## src/rtl/mem_line_sched.sv

```systemverilog
// Main-memory line scheduler: pops ring requests, consults the line directory and runs
// read/write bursts, grant-only replies or retry pushes toward the resend queue.
module mem_line_sched #(
  parameter int unsigned MBITS           = 24,
  parameter int unsigned LINE_LOG        = 3,
  parameter logic [3:0]  SLOT_ADDRESS    = 4'h1,
  parameter logic [3:0]  SLOT_GRANT_EXCL = 4'h6
) (
  input  logic                      clk_i,
  input  logic                      rst_ni,
  input  logic                      ma_empty_i,
  input  logic [31:0]               ma_addr_i,
  input  logic [3:0]                ma_dest_i,
  output logic                      ma_rd_o,
  input  logic                      md_empty_i,
  output logic                      md_rd_o,
  output logic [MBITS-LINE_LOG-1:0] dir_addr_o,
  input  logic [1:0]                dir_rdata_i,
  output logic                      dir_we_o,
  output logic [1:0]                dir_wdata_o,
  output logic [MBITS-1:0]          mem_addr_o,
  output logic                      mem_re_o,
  output logic                      mem_we_o,
  output logic [3:0]                rd_dest_o,
  output logic                      rq_wr_o,
  output logic [39:0]               rq_din_o,
  input  logic                      rq_full_i,
  output logic                      err_range_o
);
  localparam int unsigned LW = MBITS - LINE_LOG;

  typedef enum logic [1:0] {IDLE, LOOKUP, READ_BURST, WRITE_BURST} state_e;
  typedef enum logic [1:0] {DIR_CLEAN = 2'd0, DIR_WAITING = 2'd1, DIR_MODIFIED = 2'd2} dir_e;

  state_e              state_q, state_d;
  logic [LINE_LOG-1:0] beat_q, beat_d;
  logic [3:0]          rd_dest_q, rd_dest_d;
  logic                lk_stall_q, lk_stall_d;

  logic [LW-1:0] line;
  logic          is_read, is_retry, is_grant, is_excl;
  logic          possible, out_of_range, beat_last;

  // The FIFO head stays put until the final pop, so the line index is taken straight from it.
  assign line         = ma_addr_i[LW-1:0];
  assign is_retry     = ma_addr_i[31];
  assign is_grant     = ma_addr_i[30];
  assign is_excl      = ma_addr_i[29];
  assign is_read      = ma_addr_i[28];
  assign out_of_range = (ma_addr_i[27:0] >> LW) != 28'd0;
  assign possible     = (dir_rdata_i == DIR_CLEAN) || ((dir_rdata_i == DIR_WAITING) && is_retry);
  assign beat_last    = (beat_q == '1);
  assign rd_dest_o    = rd_dest_q;

  // Strobes are decoded from the registered state because they must react to FIFO/RAM
  // status in the same cycle; sequencing state lives entirely in the _q registers.
  always_comb begin
    state_d     = state_q;
    beat_d      = beat_q;
    lk_stall_d  = 1'b0;
    rd_dest_d   = '0;
    ma_rd_o     = 1'b0;
    md_rd_o     = 1'b0;
    dir_we_o    = 1'b0;
    dir_wdata_o = DIR_CLEAN;
    mem_addr_o  = '0;
    mem_re_o    = 1'b0;
    mem_we_o    = 1'b0;
    rq_wr_o     = 1'b0;
    rq_din_o    = '0;
    err_range_o = 1'b0;
    dir_addr_o  = line;
    unique case (state_q)
      IDLE: begin
        if (!ma_empty_i) state_d = LOOKUP;
      end
      LOOKUP: begin
        // Pulse only on the first LOOKUP cycle, even if the reply later stalls.
        err_range_o = out_of_range & ~lk_stall_q;
        if (!is_read) begin
          dir_we_o    = 1'b1;
          dir_wdata_o = is_excl ? DIR_WAITING : DIR_CLEAN;
          beat_d      = '0;
          state_d     = WRITE_BURST;
        end else if (possible && !is_grant) begin
          dir_we_o    = 1'b1;
          dir_wdata_o = is_excl ? DIR_MODIFIED : DIR_CLEAN;
          beat_d      = '0;
          state_d     = READ_BURST;
        end else if (rq_full_i) begin
          lk_stall_d = 1'b1;
        end else begin
          rq_wr_o = 1'b1;
          ma_rd_o = 1'b1;
          state_d = IDLE;
          if (possible) begin
            dir_we_o    = 1'b1;
            dir_wdata_o = is_excl ? DIR_MODIFIED : DIR_CLEAN;
            rq_din_o    = {ma_dest_i, SLOT_GRANT_EXCL, 4'h0, ma_addr_i[27:0]};
          end else begin
            rq_din_o = {ma_dest_i, SLOT_ADDRESS, 2'b10, ma_addr_i[29:0]};
          end
        end
      end
      READ_BURST: begin
        mem_re_o   = 1'b1;
        mem_addr_o = {line, beat_q};
        rd_dest_d  = ma_dest_i;
        beat_d     = beat_q + 1'b1;
        if (beat_last) begin
          ma_rd_o = 1'b1;
          state_d = IDLE;
        end
      end
      WRITE_BURST: begin
        mem_addr_o = {line, beat_q};
        if (!md_empty_i) begin
          md_rd_o  = 1'b1;
          mem_we_o = 1'b1;
          beat_d   = beat_q + 1'b1;
          if (beat_last) begin
            ma_rd_o = 1'b1;
            state_d = IDLE;
          end
        end
      end
      default: state_d = IDLE;
    endcase
  end

  always_ff @(posedge clk_i or negedge rst_ni) begin
    if (!rst_ni) begin
      state_q    <= IDLE;
      beat_q     <= '0;
      rd_dest_q  <= '0;
      lk_stall_q <= 1'b0;
    end else begin
      state_q    <= state_d;
      beat_q     <= beat_d;
      rd_dest_q  <= rd_dest_d;
      lk_stall_q <= lk_stall_d;
    end
  end
endmodule

```

## config.mk

```make
export PLATFORM = sky130hd
export DESIGN_NAME = mem_line_sched
export DESIGN_NICKNAME = d
export VERILOG_FILES = /design/src/rtl/mem_line_sched.sv
export SDC_FILE = /design/constraint.sdc
export NUM_CORES = 1
export LEC_CHECK = 0
export BUFFER_PORTS_ARGS = -buffer_cell sky130_fd_sc_hd__clkbuf_2
export CELL_PAD_IN_SITES_DETAIL_PLACEMENT = 2
export CELL_PAD_IN_SITES_GLOBAL_PLACEMENT = 2
export CORE_ASPECT_RATIO = 0.5
export CORE_MARGIN = 10
export CORE_UTILIZATION = 15
export DETAILED_ROUTE_END_ITERATION = 10
export GPL_TIMING_DRIVEN = 0
export HOLD_SLACK_MARGIN = 0.05
export PLACE_DENSITY_LB_ADDON = 0.25
export RECOVER_POWER = 25
export SETUP_SLACK_MARGIN = 0.02
export SLEW_MARGIN = 15
export SYNTH_ARGS = -nofsm -noshare
export SYNTH_HDL_FRONTEND = slang
export SYNTH_SLANG_ARGS = --single-unit
```

## constraint.sdc

```tcl
create_clock -name clk_i -period 1.48 [get_ports clk_i]
set_input_delay 0.074 -clock clk_i [delete_from_list [all_inputs] [get_ports clk_i]]
set_output_delay 0.074 -clock clk_i [all_outputs]
set_load 0.005 [all_outputs]
```

==> impl.org, run 1 <==
** Routing
- Using the TritonRoute via totals, the vias-per-cell ratio works out to 3.89.
- Final wirelength :: 7150 um
- Dividing the detail-routed wire length by the instance count gives 16.9 um.
- For this block, the initial DRC count from the detailed router was 64.
- The detail route stage leaves a number of antenna-violating nets equal to 0.
- The first TritonRoute pass finished after 4 iterations.
- Vias after detailed routing :: 1644
- Residual DRC count :: 0

** STA
- Final Worst Setup Slack :: -188 ps
- In the final timing run, aggregate negative setup slack is -5710 ps.
- For the pin with the worst max-slew slack, the measured transition is around 600 ps.
- In this run the tightest slew margin relative to its limit is 0.598.
- Setup repair after global routing could not meet its margin everywhere.
- The number of slew-limit violations in the final report is 0.
- Hold Violations, Final :: 0
- Counting I/O delays and the setup requirement, the final critical path takes 1670 ps.
- Final critical-path share of the clock period :: 1.13
- Largest clock skew in the final design :: around 4.7 ps
- Setup violations remaining at the end of the flow were counted as 56.
- Static timing analysis puts the maximum clock frequency at between 0.5 and 0.6 GHz.

** Floorplan
- In this run the horizontal extent of the chip is between 100 and 150 um.
- The core region is roughly 0.0079 sq mm.
- The initial utilization of the core area, before any placement, comes to 0.154.
- The floorplan step defined a die boundary enclosing 0.0124 sq mm.
- Std cell rows :: 23
- Height of the die :: 83.8 um
- In this run the count of I/O pins placed on the die edge is roughly 140.

** CTS
- Counting the buffers created by CTS gives 3.
- Htree depth :: 1
- TritonCTS built the clock tree.
- Clk sinks :: 10
- Clock latency on the worst-skew pair :: 240 ps
- Clock slew seen by the registers of the worst setup and hold paths :: approximately 40 ps
- Number of buffers between clock root and the deepest sink :: 2
- The tree is rooted in a clkbuf_16.

** Place
- After legalization and detailed placement, the total HPWL measured 6030 um.
- Routability congestion estimate from global placement :: 0.734
- During placement, the flow inserted port buffers numbering 138.

** Critical path
- Ordered cell list for the critical path :: and4bb_4, o31a_4, buf_8, and2_4, clkbuf_2
- Kind of end point of the critical path :: primary output
- Crit path launch type :: flip-flop
- Max incr delay on CP :: 420 ps
- The critical path in this run is classified as reg -> out.
- STA puts the critical path data required time at 1410 ps.
- Maximum fanout encountered on the critical timing path :: 10
- Data arrives at the worst endpoint at 1590 ps.
- Worst path slowest cell :: dfrtp_2
- In this run the register-to-register setup slack is 0 ps.

** Power and ir drop
- Cell Int Power :: between 1.5 and 2 mW
- Sw frac :: 0.378
- The design draws 2.81 mW.
- Of the total power, the clock network draws 0.192.
- The analysis attributes to net switching a power of 1.06 mW.
- The share of total power dissipated in sequential elements is 0.165.
- The share of total power dissipated in combinational logic is 0.644.
- VDD sags by at most 424 uV.
- Leakage power :: 1.36 nW
- Power density cells :: about 1200 mW/mm^2

** GRT
- Overflow left after global routing :: 0
- The number of global-route vias before repair came to 1858.
- Number of antenna violations at the first check in global routing :: 0
- Global-route wire length before repair :: around 11000 um
- Entering global routing, the biggest net connects 11 pins.
- For this run, the total global-route usage over all layers was measured as 0.108.

** Logic synthesis
- Post-synth design cell area :: 0.00122 sq mm
- Sequential fraction of the synthesis area :: 0.205
- Yosys cell types :: 34
- By area the synthesized netlist is led by and2_1 (29%), dfrtp_1 (21%), buf_4 (17%).
- The share of synthesized area in the top cell type comes to 0.292.
- The most used flip-flop cell after synthesis is dfrtp_1.
- The synthesized design contains 0 enable-type register cells.
- Async set or reset register ratio after synthesis :: 1.00
- Cell taking the most area after synthesis :: and2_1
- Yosys printed 0 warnings.
- Each instance of the synthesized netlist takes up on average 7.87 sq um.
- Synthesis produced 155 cells.
- In this run, synthesis produced a sequential element count of 10.

** Final layout
- In the final layout, the share of cells above drive strength 1 is 0.630.
- The library cells used most frequently in the layout, excluding fill and tap cells, are clkbuf_2 (104), and2_1 (48), buf_4 (36), buf_2 (15), buf_6 (12).
- Antenna cells :: 0
- Utilization of the core after routing :: 0.303
- The library cell used most frequently in the layout, excluding fill and tap cells, is clkbuf_2.
- Final net count :: 357
- The area growth from synthesis to layout is 97.2%.
- Counting the fill cells in the layout gives approximately 960.

** Run status
- Failing checks :: setup timing
- Status :: complete, but fails checks

** Flow run
- Max Cap Viol :: 0

** Min path
- Hold Path Class :: in -> reg
metrics by stage:
step,hold WS (ps),worst slack [ps],instances,cell area (sq um)
after floorplan,-222,266,156,1220
after global placement,-38.1,-19.1,406,2050
after detailed placement,-36.4,-58.0,406,2050
after CTS,97.1,-205,420,2280
after global routing,115,-264,423,2410
final,111,-188,423,2410
power groups by stage:
stage | Sequential [mW] | Clock, mW | Combinational [mW]
finish | 0.463 | 0.538 | 1.81
global route | 0.483 | 0.565 | 2.02
CTS | 0.463 | 0.550 | 1.68
detailed placement | 0.477 | 0 | 1.44
global placement | 0.470 | 0 | 1.39
floorplan | 0.451 | 0 | 0.742
synthesized netlist by cell type (2+ instances only):
library cell	n
and2_1	57
buf_4	28
dfrtp_1	10
nand2_1	6
and3_1	5
nor2_1	5
a21oi_1	3
buf_6	3
clkbuf_1	3
inv_1	3
nor3_1	3
nor4_1	3
a211o_1	2
ha_1	2
mux2i_1	2
o31ai_1	2
per-layer routing:
metal	GRT usage	part of all wire	routed length, um	up-vias
li1	-	-	-	798
met1	0.113	0.39	2790	798
met2	0.221	0.57	4060	46
met3	0.0211	0.038	273	2
met4	0.0134	0.0029	21	0
met5	0	0	0	-
area by class of cell:
cell class | count | area (sq um) | share of cell area
Timing Repair Buffer | 151 | 851 | 0.354
Multi-Input combinational cell | 108 | 761 | 0.316
Buffer | 34 | 290 | 0.121
Sequential cell | 10 | 251 | 0.105
Tap cell | 112 | 140 | 0.0582
Clock buffer | 4 | 88.8 | 0.0369
Inverter | 4 | 23.8 | 0.00988
state kept, by name, indices dropped and copies added, names as in the netlist:
register / flops
rd_dest_o: 4
beat_q: 3
state_q: 2
lk_stall_q: 1
final timing paths:
check	to	from	depth (start not counted)
setup reg to reg	beat_q[2]$_DFFE_PN0P_	state_q[0]$_DFFE_PN0P_	5
hold reg to reg	beat_q[2]$_DFFE_PN0P_	beat_q[2]$_DFFE_PN0P_	2
setup / recovery	rq_din_o[38]	state_q[1]$_DFFE_PN0P_	5
hold / removal	rd_dest_o[3]$_DFF_PN0_	ma_dest_i[3]	2
min in group asynchronous	lk_stall_q$_DFF_PN0_	rst_ni	2
max in group asynchronous	state_q[1]$_DFFE_PN0P_	rst_ni	2
kinds of logic (layout without fill, tap and decap cells):
kind of cell             count (synthesis)  in the layout  synth area share
adder cells (fa/ha/maj)                  2              2            0.0205
buffers and inverters                   38            193             0.222
other                                    1              2           0.00307
AO/OA/AOI/OAI                           16             16             0.104
flip-flops                              10             10             0.205
multiplexers                             2              2            0.0164
AND/OR/NAND/NOR                         86             86             0.430
worst max-delay path: cells and delay by family (launching register included):
kind                   cells  cell delay, ps
flip-flops                 1             420
buffers and inverters      2             260
AO/OA/AOI/OAI              1             220
AND/OR/NAND/NOR            2             450
repair_timing:
| item | 4_1_cts | 5_1_grt |
|---|---|---|
| setup buffers | 8 | 2 |
| setup endpoints to repair | 68 | 67 |
| hold endpoints to repair | 10 | 0 |
| pin swaps | 3 | 5 |
| gates cloned | 1 | 1 |
| resized for setup | 19 | 43 |
| hold buffers | 1 | 0 |
Note: power is estimated with default switching activity, not from simulation.
==> run 2: changes to the inputs <==
Settings changed: ABC_AREA set to 1.
==> run 2 against run 1 <==
Compared with the run above:
- the run still ends with setup timing left
- area after synthesis up 8.1%
- combinational power decreased by 15%
- cell count grew 18%
- global-route usage fell by 0.34 points
- first-iteration DRC count is 36% lower
- clock power fell by 1%
- register-to-register slack improved by 120 ps
- critical path depth is 3 higher
- design area increased by 11%
==> impl.org, run 2 <==
** Floorplan
- Measured along the x axis, the die boundary spans ~150 um.
- In this run the standard cell core region covers between 0.008 and 0.009 sq mm.
- After floorplanning, the core was divided into 24 placement rows.
- I/O pins :: 141
- Measured along the y axis, the die boundary spans 86.3 um.
- Effective utilization at floorplan :: 0.152
- The die covers roughly 0.013 sq mm.

** Logic synthesis
- Counting every instance in the synthesized netlist gives about 220.
- For this run, the leading register cell type out of synthesis is dfrtp_1.
- Synthesized flop and latch total :: 10
- The number of different library cells used by synthesis comes to 24.
- Yosys printed 0 warnings.
- Counting flops with an async set or reset pin after synthesis yields a share of 1.00.
- The commonest cells after synthesis are inv_1 (69), nand2_1 (43), nor2_2 (28), buf_4 (27), nor2_1 (13).
- Of the post-synthesis cell area, the dominant cell type holds 0.196.
- Post-synth design cell area :: 0.00132 sq mm
- In this run, synthesis inferred 0 flip-flops with an integrated enable.
- By area the synthesized netlist is led by inv_1 (20%), dfrtp_1 (19%), buf_4 (15%).
- Sequential fraction of the synthesis area :: 0.190
- Post-Syn Area per Cell :: 5.91 sq um
- inv_1 is the most common cell in the netlist.
- inv_1 takes more of the synthesized area than any other cell.

** Power and ir drop
- Leakage power :: 1.74 nW
- Dividing total power by cell area gives a power density of 948 mW/mm^2.
- The worst-case IR drop observed on VDD is 497 uV.

** GRT
- Entering global routing, the biggest net connects 11 pins.
- The first global-routing pass estimated 11500 um of wire.
- Global routing usage summed across all routing layers :: 0.105
- The total overflow left after global routing is 0.
- Number of antenna violations at the first check in global routing :: 0
- Vias in the first global route :: ~2100

** Final layout
- Leaving out fill and tap cells, the most frequent cell in the layout is clkbuf_2.
- Once layout is complete, the cells apart from fillers number 498.
- Utilization of the core after routing :: 0.308
- The register with the most flip-flops in the layout has 4 of them.
- The repair_antennas step left the layout with diodes totalling 0.
- Across the whole layout, storage elements account for 251 sq um.
- Share of final-layout standard cells stronger than drive strength 1 :: 0.577
- Multi-input combinational cell area :: 708 sq um
- The layout has around 1100 filler cells.
- In the layout the commonest cells are clkbuf_2 (98), inv_1 (69), nand2_1 (42), buf_4 (39), nor2_4 (20).
- Compared with the post-synthesis result, the final layout area differs by 102%.
- The net count of the finished layout is between 400 and 500.

** Critical path
- Crit path launch type :: flip-flop
- Kind of end point of the critical path :: primary output
- Data arrives at the worst endpoint at 1580 ps.
- Maximum fanout encountered on the critical timing path :: 7
- Data on the critical path is required at its endpoint by roughly 1400 ps.
- The critical path in this run is classified as reg -> out.

** Routing
- Vias after detailed routing :: 1870
- Once detail routing completed, the nets flagged for antenna violations numbered 0.
- Wire length per cell :: ~15 um
- Drt first pass iters :: 3
- Using the TritonRoute via totals, the vias-per-cell ratio works out to between 3 and 4.
- After the first detailed-routing iteration, the DRC count stood at 41.
- Final wirelength :: 7260 um
- After detailed routing, the number of remaining DRC violations is 0.

** STA
- Setup repair after global routing could not meet its margin everywhere.
- Final Max Slew Viols :: 0
- Final critical-path share of the clock period :: 1.12
- Maximum clock frequency :: 0.605 GHz
- Largest clock skew in the final design :: 1.79 ps
- Final Setup Violations :: 40
- Final Worst Setup Slack :: -172 ps
- Hold Violations, Final :: 0
- For the finished layout, the period the worst path requires is 1650 ps.

** CTS
- Root buffer selected by CTS :: clkbuf_16
- Htree depth :: 1
- TritonCTS built the clock tree.
- Number of buffers added by the clock tree synthesis step :: 3
- Clk sinks :: 10
- After clock tree synthesis, the clock-pin slew on the worst setup and hold paths is 40 ps.
- Clock latency on the worst-skew pair, taken at its later pin, is 230 ps.
- Number of buffers between clock root and the deepest sink :: 2

** Min path
- Hold Path Class :: in -> reg

** Run status
- Failing checks :: setup timing
- Status :: complete, but fails checks

** Place
- DP Wirelength :: 6210 um
- Routability-driven placement finished with a final weighted congestion of ~0.75.
- Cell Count Post-Placement :: 479
- Number of I/O port buffers :: 138
- Pre-CTS setup slack :: -190 ps

** Flow run
- Max Cap Viol :: 0
==> run 2: layer usage <==
layer	share of wire	track usage	vias up
met3	0.063	0.0336	4
met2	0.59	0.220	56
met5	0	0	-
met1	0.34	0.0986	903
met4	0.0063	0.0181	0
li1	-	-	907
==> run 2: critical path, cell delays in order, from the launching register on <==
cell       delay (ps)
dfrtp_1           410
nor2_4            160
nand2_4            70
inv_4              60
nand3_4           100
buf_12            170
clkbuf_16         160
nor2_2             70
buf_2             120
==> run 2: worst paths after layout <==
kind                                         from                endpoint  slack (ps)  cells past startpoint
max                        state_q[1]$_DFFE_PN0P_             rq_din_o[6]        -170                      8
min                                  ma_dest_i[3]  rd_dest_o[3]$_DFF_PN0_          90                      3
max reg2reg                 beat_q[0]$_DFFE_PN0P_  state_q[0]$_DFFE_PN0P_         120                      6
min reg2reg                 beat_q[2]$_DFFE_PN0P_   beat_q[2]$_DFFE_PN0P_         520                      2
max in group asynchronous                  rst_ni  state_q[0]$_DFFE_PN0P_        1000                      2
min in group asynchronous                  rst_ni  state_q[0]$_DFFE_PN0P_         250                      2
==> run 2: report_power, final <==
part           leakage [nW]  total, mW  switching (mW)  internal [mW]
clock network        0.0442      0.530           0.124          0.406
registers             0.124      0.459          0.0775          0.382
logic                  1.58       1.54           0.872          0.665
total                  1.74       2.53            1.07           1.45
==> run 2: cell families (layout without fill, tap and decap cells) <==
group | after synthesis | count (layout) | synth area share
buffers and inverters | 104 | 261 | 0.392
AND/OR/NAND/NOR | 100 | 100 | 0.374
flip-flops | 10 | 10 | 0.190
AO/OA/AOI/OAI | 6 | 6 | 0.0228
adder cells (fa/ha/maj) | 2 | 2 | 0.0190
other | 1 | 2 | 0.00284
==> run 2: metrics by stage <==
stage	setup TNS [ps]	power [mW]	hold WS [ps]	area, sq um
5_1_grt	-8170	2.80	99.9	2670
3_3_place_gp	-1290	1.78	-33.6	2160
6_report	-4300	2.53	87.1	2670
2_1_floorplan	0	1.16	-222	1320
3_5_place_dp	-2180	1.86	-31.2	2160
4_1_cts	-3730	2.54	66.0	2490
==> run 2: layout make-up <==
class                      count  share of cell area
timing repair buffer         153               0.347
clock buffer                   4              0.0333
inverter                      71               0.101
sequential                    10              0.0943
buffer                        33               0.104
tap                          117              0.0549
multi-input combinational    110               0.266
==> run 2: timing repair <==
item,CTS,global route
endpoints found under the setup margin,60,65
hold endpoints to repair,10,0
setup buffers,10,5
gates resized for setup,29,59
cloned,1,1
hold buffers,1,0
pin swaps,4,4
